File: src/rtl/df_seg_display.sv
// ----------------------------------------------------------------------------
// df_seg_display
//
// Output stage for the digital filter. A load strobe captures an 8-bit sample.
// A sequential double-dabble engine turns it into three BCD digits, or the
// sample is split into two hex nibbles. The result drives a time-multiplexed
// 3-digit 7-segment display.
//
// Parameters:
//   REFRESH_DIV    - clock cycles each digit stays enabled (>= 2)
//   SEG_ACTIVE_LOW - 1 inverts seg (common-anode displays)
//   DIG_ACTIVE_LOW - 1 inverts dig_en
//
// Ports:
//   CLK     in   1  clock, rising edge
//   RST     in   1  synchronous active-high reset
//   datain  in   8  filtered sample
//   load    in   1  capture request, honoured only while idle
//   hexmode in   1  0 = unsigned decimal, 1 = hex; captured with datain
//   busy    out  1  conversion/update in progress (registered)
//   seg     out  7  segments {g,f,e,d,c,b,a} (registered)
//   dig_en  out  3  one-hot digit enable, bit0 = ones digit (registered)
// ----------------------------------------------------------------------------
module df_seg_display #(
    parameter int REFRESH_DIV    = 1024,
    parameter bit SEG_ACTIVE_LOW = 1'b0,
    parameter bit DIG_ACTIVE_LOW = 1'b0
) (
    input  logic       CLK,
    input  logic       RST,
    input  logic [7:0] datain,
    input  logic       load,
    input  logic       hexmode,
    output logic       busy,
    output logic [6:0] seg,
    output logic [2:0] dig_en
);

    localparam int            CW      = $clog2(REFRESH_DIV);
    localparam logic [CW-1:0] CNT_MAX = CW'(REFRESH_DIV - 1);

    typedef enum logic [1:0] {
        S_IDLE = 2'd0,
        S_CONV = 2'd1,
        S_UPD  = 2'd2
    } state_t;

    state_t        state_q, state_d;
    logic [2:0]    iter_q, iter_d;
    logic [7:0]    sh_q, sh_d;
    logic [11:0]   bcd_q, bcd_d;
    logic [7:0]    raw_q, raw_d;
    logic          mode_q, mode_d;
    logic [3:0]    d2_q, d2_d, d1_q, d1_d, d0_q, d0_d;
    logic          blank2_q, blank2_d, blank1_q, blank1_d;
    logic          busy_q, busy_d;

    logic [CW-1:0] cnt_q, cnt_d;
    logic [1:0]    idx_q, idx_d;
    logic [6:0]    seg_q, seg_d;
    logic [2:0]    dig_q, dig_d;

    logic [11:0]   adj;
    logic [19:0]   shifted;
    logic [3:0]    cur_digit;
    logic          cur_blank;

    // Add 3 to every BCD nibble that is 5 or more, ahead of the shift.
    function automatic logic [11:0] dabble_adj(input logic [11:0] b);
        logic [11:0] r;
        r = b;
        for (int i = 0; i < 3; i++) begin
            if (b[4*i +: 4] >= 4'd5) begin
                r[4*i +: 4] = b[4*i +: 4] + 4'd3;
            end
        end
        return r;
    endfunction

    // Active-high segment pattern, bit order {g,f,e,d,c,b,a}.
    function automatic logic [6:0] decode(input logic [3:0] v);
        logic [6:0] p;
        case (v)
            4'h0:    p = 7'b0111111;
            4'h1:    p = 7'b0000110;
            4'h2:    p = 7'b1011011;
            4'h3:    p = 7'b1001111;
            4'h4:    p = 7'b1100110;
            4'h5:    p = 7'b1101101;
            4'h6:    p = 7'b1111101;
            4'h7:    p = 7'b0000111;
            4'h8:    p = 7'b1111111;
            4'h9:    p = 7'b1101111;
            4'hA:    p = 7'b1110111;
            4'hB:    p = 7'b1111100;
            4'hC:    p = 7'b0111001;
            4'hD:    p = 7'b1011110;
            4'hE:    p = 7'b1111001;
            default: p = 7'b1110001;
        endcase
        return p;
    endfunction

    // ------------------------------------------------------------------
    // Conversion FSM: next state and datapath next values
    // ------------------------------------------------------------------
    always_comb begin
        state_d  = state_q;
        iter_d   = iter_q;
        sh_d     = sh_q;
        bcd_d    = bcd_q;
        raw_d    = raw_q;
        mode_d   = mode_q;
        d2_d     = d2_q;
        d1_d     = d1_q;
        d0_d     = d0_q;
        blank2_d = blank2_q;
        blank1_d = blank1_q;
        adj      = dabble_adj(bcd_q);
        shifted  = {adj, sh_q} << 1;

        case (state_q)
            S_IDLE: begin
                if (load) begin
                    sh_d    = datain;
                    raw_d   = datain;
                    mode_d  = hexmode;
                    bcd_d   = '0;
                    iter_d  = '0;
                    state_d = S_CONV;
                end
            end
            S_CONV: begin
                // The conversion runs in hex mode too, so latency does not
                // depend on the display mode.
                bcd_d  = shifted[19:8];
                sh_d   = shifted[7:0];
                iter_d = iter_q + 3'd1;
                if (iter_q == 3'd7) begin
                    state_d = S_UPD;
                end
            end
            S_UPD: begin
                if (mode_q) begin
                    d2_d     = 4'd0;
                    d1_d     = raw_q[7:4];
                    d0_d     = raw_q[3:0];
                    blank2_d = 1'b1;
                    blank1_d = 1'b0;
                end else begin
                    d2_d     = bcd_q[11:8];
                    d1_d     = bcd_q[7:4];
                    d0_d     = bcd_q[3:0];
                    // Leading-zero blanking; the ones digit is always lit.
                    blank2_d = (bcd_q[11:8] == 4'd0);
                    blank1_d = (bcd_q[11:8] == 4'd0) && (bcd_q[7:4] == 4'd0);
                end
                state_d = S_IDLE;
            end
            default: state_d = S_IDLE;
        endcase

        busy_d = (state_d != S_IDLE);
    end

    // ------------------------------------------------------------------
    // Refresh scan and output register next values
    // ------------------------------------------------------------------
    always_comb begin
        cnt_d = cnt_q + {{(CW-1){1'b0}}, 1'b1};
        idx_d = idx_q;
        if (cnt_q == CNT_MAX) begin
            cnt_d = '0;
            case (idx_q)
                2'd0:    idx_d = 2'd1;
                2'd1:    idx_d = 2'd2;
                default: idx_d = 2'd0;
            endcase
        end

        cur_digit = 4'd0;
        cur_blank = 1'b1;
        dig_d     = 3'b000;
        case (idx_q)
            2'd0: begin
                cur_digit = d0_q;
                cur_blank = 1'b0;
                dig_d     = 3'b001;
            end
            2'd1: begin
                cur_digit = d1_q;
                cur_blank = blank1_q;
                dig_d     = 3'b010;
            end
            2'd2: begin
                cur_digit = d2_q;
                cur_blank = blank2_q;
                dig_d     = 3'b100;
            end
            default: begin
                cur_digit = 4'd0;
                cur_blank = 1'b1;
                dig_d     = 3'b000;
            end
        endcase

        seg_d = cur_blank ? 7'b0000000 : decode(cur_digit);
    end

    // ------------------------------------------------------------------
    // State registers
    // ------------------------------------------------------------------
    always_ff @(posedge CLK) begin
        if (RST) begin
            state_q  <= S_IDLE;
            iter_q   <= '0;
            sh_q     <= '0;
            bcd_q    <= '0;
            raw_q    <= '0;
            mode_q   <= 1'b0;
            d2_q     <= '0;
            d1_q     <= '0;
            d0_q     <= '0;
            blank2_q <= 1'b1;
            blank1_q <= 1'b1;
            busy_q   <= 1'b0;
            cnt_q    <= '0;
            idx_q    <= '0;
            seg_q    <= {7{SEG_ACTIVE_LOW}};
            dig_q    <= {3{DIG_ACTIVE_LOW}};
        end else begin
            state_q  <= state_d;
            iter_q   <= iter_d;
            sh_q     <= sh_d;
            bcd_q    <= bcd_d;
            raw_q    <= raw_d;
            mode_q   <= mode_d;
            d2_q     <= d2_d;
            d1_q     <= d1_d;
            d0_q     <= d0_d;
            blank2_q <= blank2_d;
            blank1_q <= blank1_d;
            busy_q   <= busy_d;
            cnt_q    <= cnt_d;
            idx_q    <= idx_d;
            // seg and dig_en update together so no digit shows its
            // neighbour's pattern.
            seg_q    <= seg_d ^ {7{SEG_ACTIVE_LOW}};
            dig_q    <= dig_d ^ {3{DIG_ACTIVE_LOW}};
        end
    end

    assign busy   = busy_q;
    assign seg    = seg_q;
    assign dig_en = dig_q;

endmodule

File: config.mk
export PLATFORM = sky130hd
export DESIGN_NAME = df_seg_display
export DESIGN_NICKNAME = d
export VERILOG_FILES = /design/src/rtl/df_seg_display.sv
export SDC_FILE = /design/constraint.sdc
export NUM_CORES = 1
export LEC_CHECK = 0
export BUFFER_PORTS_ARGS = -buffer_cell sky130_fd_sc_hd__buf_2
export CORE_ASPECT_RATIO = 0.75
export CORE_UTILIZATION = 60
export DETAILED_ROUTE_END_ITERATION = 6
export PLACE_DENSITY_LB_ADDON = 0.15
export RECOVER_POWER = 100
export SYNTH_ARGS = -nofsm -noshare
export SYNTH_HDL_FRONTEND = slang
export SYNTH_SLANG_ARGS = --single-unit
export TNS_END_PERCENT = 1
File: constraint.sdc
create_clock -name CLK -period 2.8 [get_ports CLK]
set_input_delay 0.14 -clock CLK [delete_from_list [all_inputs] [get_ports CLK]]
set_output_delay 0.14 -clock CLK [all_outputs]
set_load 0.01 [all_outputs]
== Word level (Yosys, flattened, before mapping) ==
Memories as Yosys holds them, arrays and structs flattened. A register that Yosys moved wholly into a read port is not among the register bits.
Index checks and enable logic that the tools add are counted.

* Flip-flop bits (word level): 64
* Bits in read-only memories: 112
* Input bits: 12
* Output and inout port bits: 11
* Logic and storage cells: 63
* Memories: 1

{| class="wikitable"
|+ Memory list
! name !! words !! bits a word !! rd ports !! clocked after memory_dff !! wr ports !! RTL line !! RTL
|-
| (no name shown) || 16 || 7 || 1 || 1 || 0 || 83 || <nowiki>case (v)</nowiki>
|}

* $add $sub $neg: 5
* $lt $le $gt $ge: 3
* Eq/ne operators: 7
* Multiplexer cells: 21
* Reductions and logical operators: 11

{| class="wikitable"
|+ Operators by type and width
! cell !! number
|-
| $pmux 12 s2 || 1
|-
| $mux 4 || 5
|-
| $pmux 8 s2 || 1
|-
| $ge 4x3->1 const B || 3
|-
| $mux 12 || 1
|-
| $pmux 4 s3 || 1
|-
| $add 10x1->10 const B || 1
|-
| $eq 10x10->1 const B || 1
|-
| $pmux 3 s3 || 1
|-
| $add 4x2->4 const B || 2
|-
| $logic_not 4->1 || 2
|-
| $mux 8 || 1
|-
| $pmux 2 s2 || 2
|-
| $mux 3 || 2
|-
| $pmux 3 s2 || 1
|-
| $eq 2x1->1 const B || 2
|-
| $eq 2x2->1 const B || 2
|-
| $logic_not 2->1 || 2
|-
| $mux 2 || 2
|-
| $reduce_and 2->1 || 2
|-
| $reduce_bool 2->1 || 2
|-
| $reduce_or 2->1 || 2
|-
| $add 3x1->3 const B || 1
|-
| $add 3x2->3 const B || 1
|-
| 5 further kinds || 6
|}

== Longest topological paths before layout ==
* Depth after elaboration: 4
* Depth in mapped cells: 9
* Gate-level depth less buffers: 8

== Least setup slack after synthesis ==
No wires, ideal clock.

* Kind: flip-flop to flip-flop
* Start point: register idx_q[0]
* End point: register seg_q[3], in the netlist seg[3]
* Library setup time: 0.129 ns
* Arrival: 1.839 ns
* Data required time: 2.671 ns
* Path slack: 0.832 ns
* Stages on the path, launching flop included: 9
* Buffers on the path: 1
* Clock period less this slack: 1.968 ns
* Path through: dfxtp_1 buf_2 nand2_1 o22ai_1 inv_1 ha_1 mux2_1 nand2_1 a21oi_1

* Longest elaborated chain between the ends: 3
* Elaborated cells on any way between the ends: 6
* Classes of those cells: 2 x eq/ne; 2 x mux; 2 x reduce/logical

{| class="wikitable"
|+ RTL lines
! item !! RTL line !! RTL
|-
| start: declaration || 59 || <nowiki>logic [1:0] idx_q, idx_d;</nowiki>
|-
| start signal: assignment || 245 || <nowiki>idx_q <= idx_d;</nowiki>
|-
| $eq 2x2->1 (tied with other cells) || 184 || <nowiki>case (idx_q)</nowiki>
|-
| $pmux 1 s3 || 184 ||
|-
| $reduce_or 2->1 (no line) || n/a ||
|-
| end: declaration || 60 || <nowiki>logic [6:0] seg_q, seg_d;</nowiki>
|}

Several ways; a longest one is shown, not always the timed one.
A chain may end at the register's enable or synchronous reset.

== Worst setup path after layout ==
* Start point: register idx_q[1]
* End point: register seg_q[3], in the netlist seg[3]

Same word-level chain as after synthesis.

==> flow_metrics.tcl <==
set metrics [dict create \
    report.final.slew_viol_count 0 \
    synthTopCellsByArea "dfxtp_1, nor2_1, ha_1, mux2i_1, a21oi_1" \
    clock-sinks 71 \
    root_buffer "clkbuf_8" \
    period_needed_ns 2.18 \
    timing.final.crit_share 0.778 \
    diodes 0 \
    post-route-util 0.681 \
    cap_violations 0 \
    rr_worst_depth 7 \
    rsz0062_at_grt "no" \
    ant_nets 0 \
    synthArstFlopShare 0 \
    antenna_found_initial 0 \
    cp.arrival_ns 2.40 \
    p_leak_nw 1.41 \
    gp_congestion 0.845 \
    cts_setup_buffers 0 \
    num_io_pins 23 \
    vias 2591 \
    cp-endpoint "seg[3]$_SDFF_PP0_" \
    start_util 0.625 \
    vias_per_cell 5.55 \
    drc 0 \
    slew_headroom 0.296 \
    setup_viol 0 \
    setup_ws_ns 0.623 \
    final_net_count 417 \
    layout_common_cells "dfxtp_1, nor2_1, nand2_1" \
    synth_enable_flop_cells 0 \
    startpoint_type "register" \
    syn_nets 403 \
    path_class "reg2reg" \
    synth_ff_type "dfxtp_1" \
    cts-resized-gates 0 \
    r2r-end "seg[3]$_SDFF_PP0_" \
    regToRegSetupSlack_ns 0.62 \
    setup.worst_path.start "idx_q[1]$_SDFFE_PP0N_" \
    fmax_mhz 459 \
    firstDrtPassIters 4 \
    cts_made_buffers 9 \
    syn_avg_cell_area_um2 8.97 \
    netlist_instances 373 \
    yosys.area_share.adder 0.0673 \
    ys_types 50 \
    skew_ns 0.00605 \
    htreeDepth 3 \
    post-dp-hpwl_um 4520 \
    synth_top_area_cell "dfxtp_1" \
    power.density_nw_per_um2 546 \
    die_width_um 88.2 \
    track_usage 0.252 \
    end_kind "register" \
    hold_viol_final 0 \
    worstHoldPathType "in2reg" \
    final_common_cell "dfxtp_1" \
    post-route-cell-area_um2 3640 \
    fp.dieH_um 66.7 \
    synth_compound_area_frac 0.157 \
    status "complete, no violations" \
    cp_max_fo 14 \
    yosysWarnings 0 \
    dieArea_um2 5880 \
    ys_ff_latch 71 \
    ir_worst_vdd_uv 321 \
    cts_tree "done" \
    synth_top_family_by_area "simple AND/OR/NAND/NOR gates" \
    final_cells 467 \
    grt_pass1_vias 2350 \
    area_growth_pct 8.98 \
    clock_path_buffers 2 \
    drt_iter0_drc 108 \
    place_ws_ns 0.645 \
    wl_um 6510 \
    ys_seq_area_frac 0.425 \
    grt.overflow.total 0 \
    yosysTopAreaCellShare 0.425 \
    tns_ns 0 \
    holdBufCountCts 0 \
    r2r-start "idx_q[1]$_SDFFE_PP0N_" \
    post-place-cells 451 \
    portBuffers 22 \
    design.core.area_um2 5350 \
    synthMuxAreaShare 0.0819 \
    clk_pin_slew_ns 0.08 \
    grt_max_degree 41 \
    grt_pass1_wl_um 11100 \
    tightest_slew_ns 1.06 \
    yosys.area_share.simple 0.191 \
    dpl-instance-area_um2 3470 \
    clock_latency_ns 0.34 \
    syn-cell-area_um2 3340 \
    required_ns 3.03 \
    drive_gt1_frac 0.0969 \
    routedWlPerCell_um 13.9 \
    synthXorXnorAreaFrac 0.0314 \
    rows 23 \
]
critical path: stages, from the launching register on:
cell and delay [ns]:
dfxtp_1 0.67, mux2i_1 0.14, o22ai_1 0.36, inv_1 0.17
ha_1 0.31, mux2_1 0.27, nand2_1 0.06, a21oi_1 0.06
power breakdown:
group | internal [W] | switching [W]
sequential | 0.00104 | 0.0000256
clock | 0.000416 | 0.000384
combinational | 0.0000501 | 0.0000741
state kept, by name, summed over array words and instances, names as in the netlist, 2 cells and up:
signal   flops
seg          7
bcd_q       12
raw_q        8
idx_q        2
d0_q         4
iter_q       3
sh_q         8
state_q      2
d1_q         4
d2_q         4
dig_en       3
cnt_q       10
final cells by class:
class,count,area (µm²)
well taps,75,93.8
multi-input cells,266,1770
fillers,462,1710
repair buffers,25,115
clock buffers,10,128
flip-flops and latches,71,1420
clock inverters,6,68.8
inverters,14,52.6
cell usage after synthesis (3+ instances only):
cell	count
a311oi_1	4
nor2_1	66
dfxtp_1	71
buf_2	8
xor2_1	5
nand3_1	7
buf_1	3
or2_1	3
clkbuf_1	9
inv_1	13
nand2_1	25
o21ai_1	3
xnor2_1	7
a22oi_1	7
o22a_1	4
mux2i_1	21
a21oi_1	22
nor3_1	10
ha_1	18
nand2b_1	6
nor2b_1	6
and2_1	3
a211oi_1	12
o21ai_0	3
metal layers:
| metal | vias up | GRT usage | wire [µm] |
|---|---|---|---|
| met5 | - | 0 | 0 |
| met4 | 0 | 0.0968 | 82 |
| met3 | 8 | 0.0682 | 242 |
| met2 | 46 | 0.371 | 2880 |
| met1 | 1215 | 0.349 | 3310 |
| li1 | 1322 | - | - |
cells by family after synthesis:
family,after synthesis
xor+xnor,12
fa+ha+maj,18
mux,25
simple gates,139
buf+inv,36
compound gates,72
flops,71
worst min-delay path by stage:
stage            start                   end  slack (ns)  cells past startpoint
6_report       hexmode   mode_q$_SDFFE_PP0P_        0.04                      3
5_1_grt        hexmode   mode_q$_SDFFE_PP0P_        0.05                      3
4_1_cts        hexmode   mode_q$_SDFFE_PP0P_        0.03                      3
3_5_place_dp   hexmode   mode_q$_SDFFE_PP0P_        0.39                      3
3_3_place_gp   hexmode   mode_q$_SDFFE_PP0P_        0.38                      3
2_1_floorplan      RST  dig_en[0]$_SDFF_PP0_        0.22                      1
stage by stage:
stage	total power, W	hold slack [ns]
5_1_grt	0.00208	0.0507
6_report	0.00199	0.0370
2_1_floorplan	0.00117	0.223
3_5_place_dp	0.00121	0.389
4_1_cts	0.00201	0.0261
3_3_place_gp	0.00121	0.382
(Power assumes the default switching activity.)
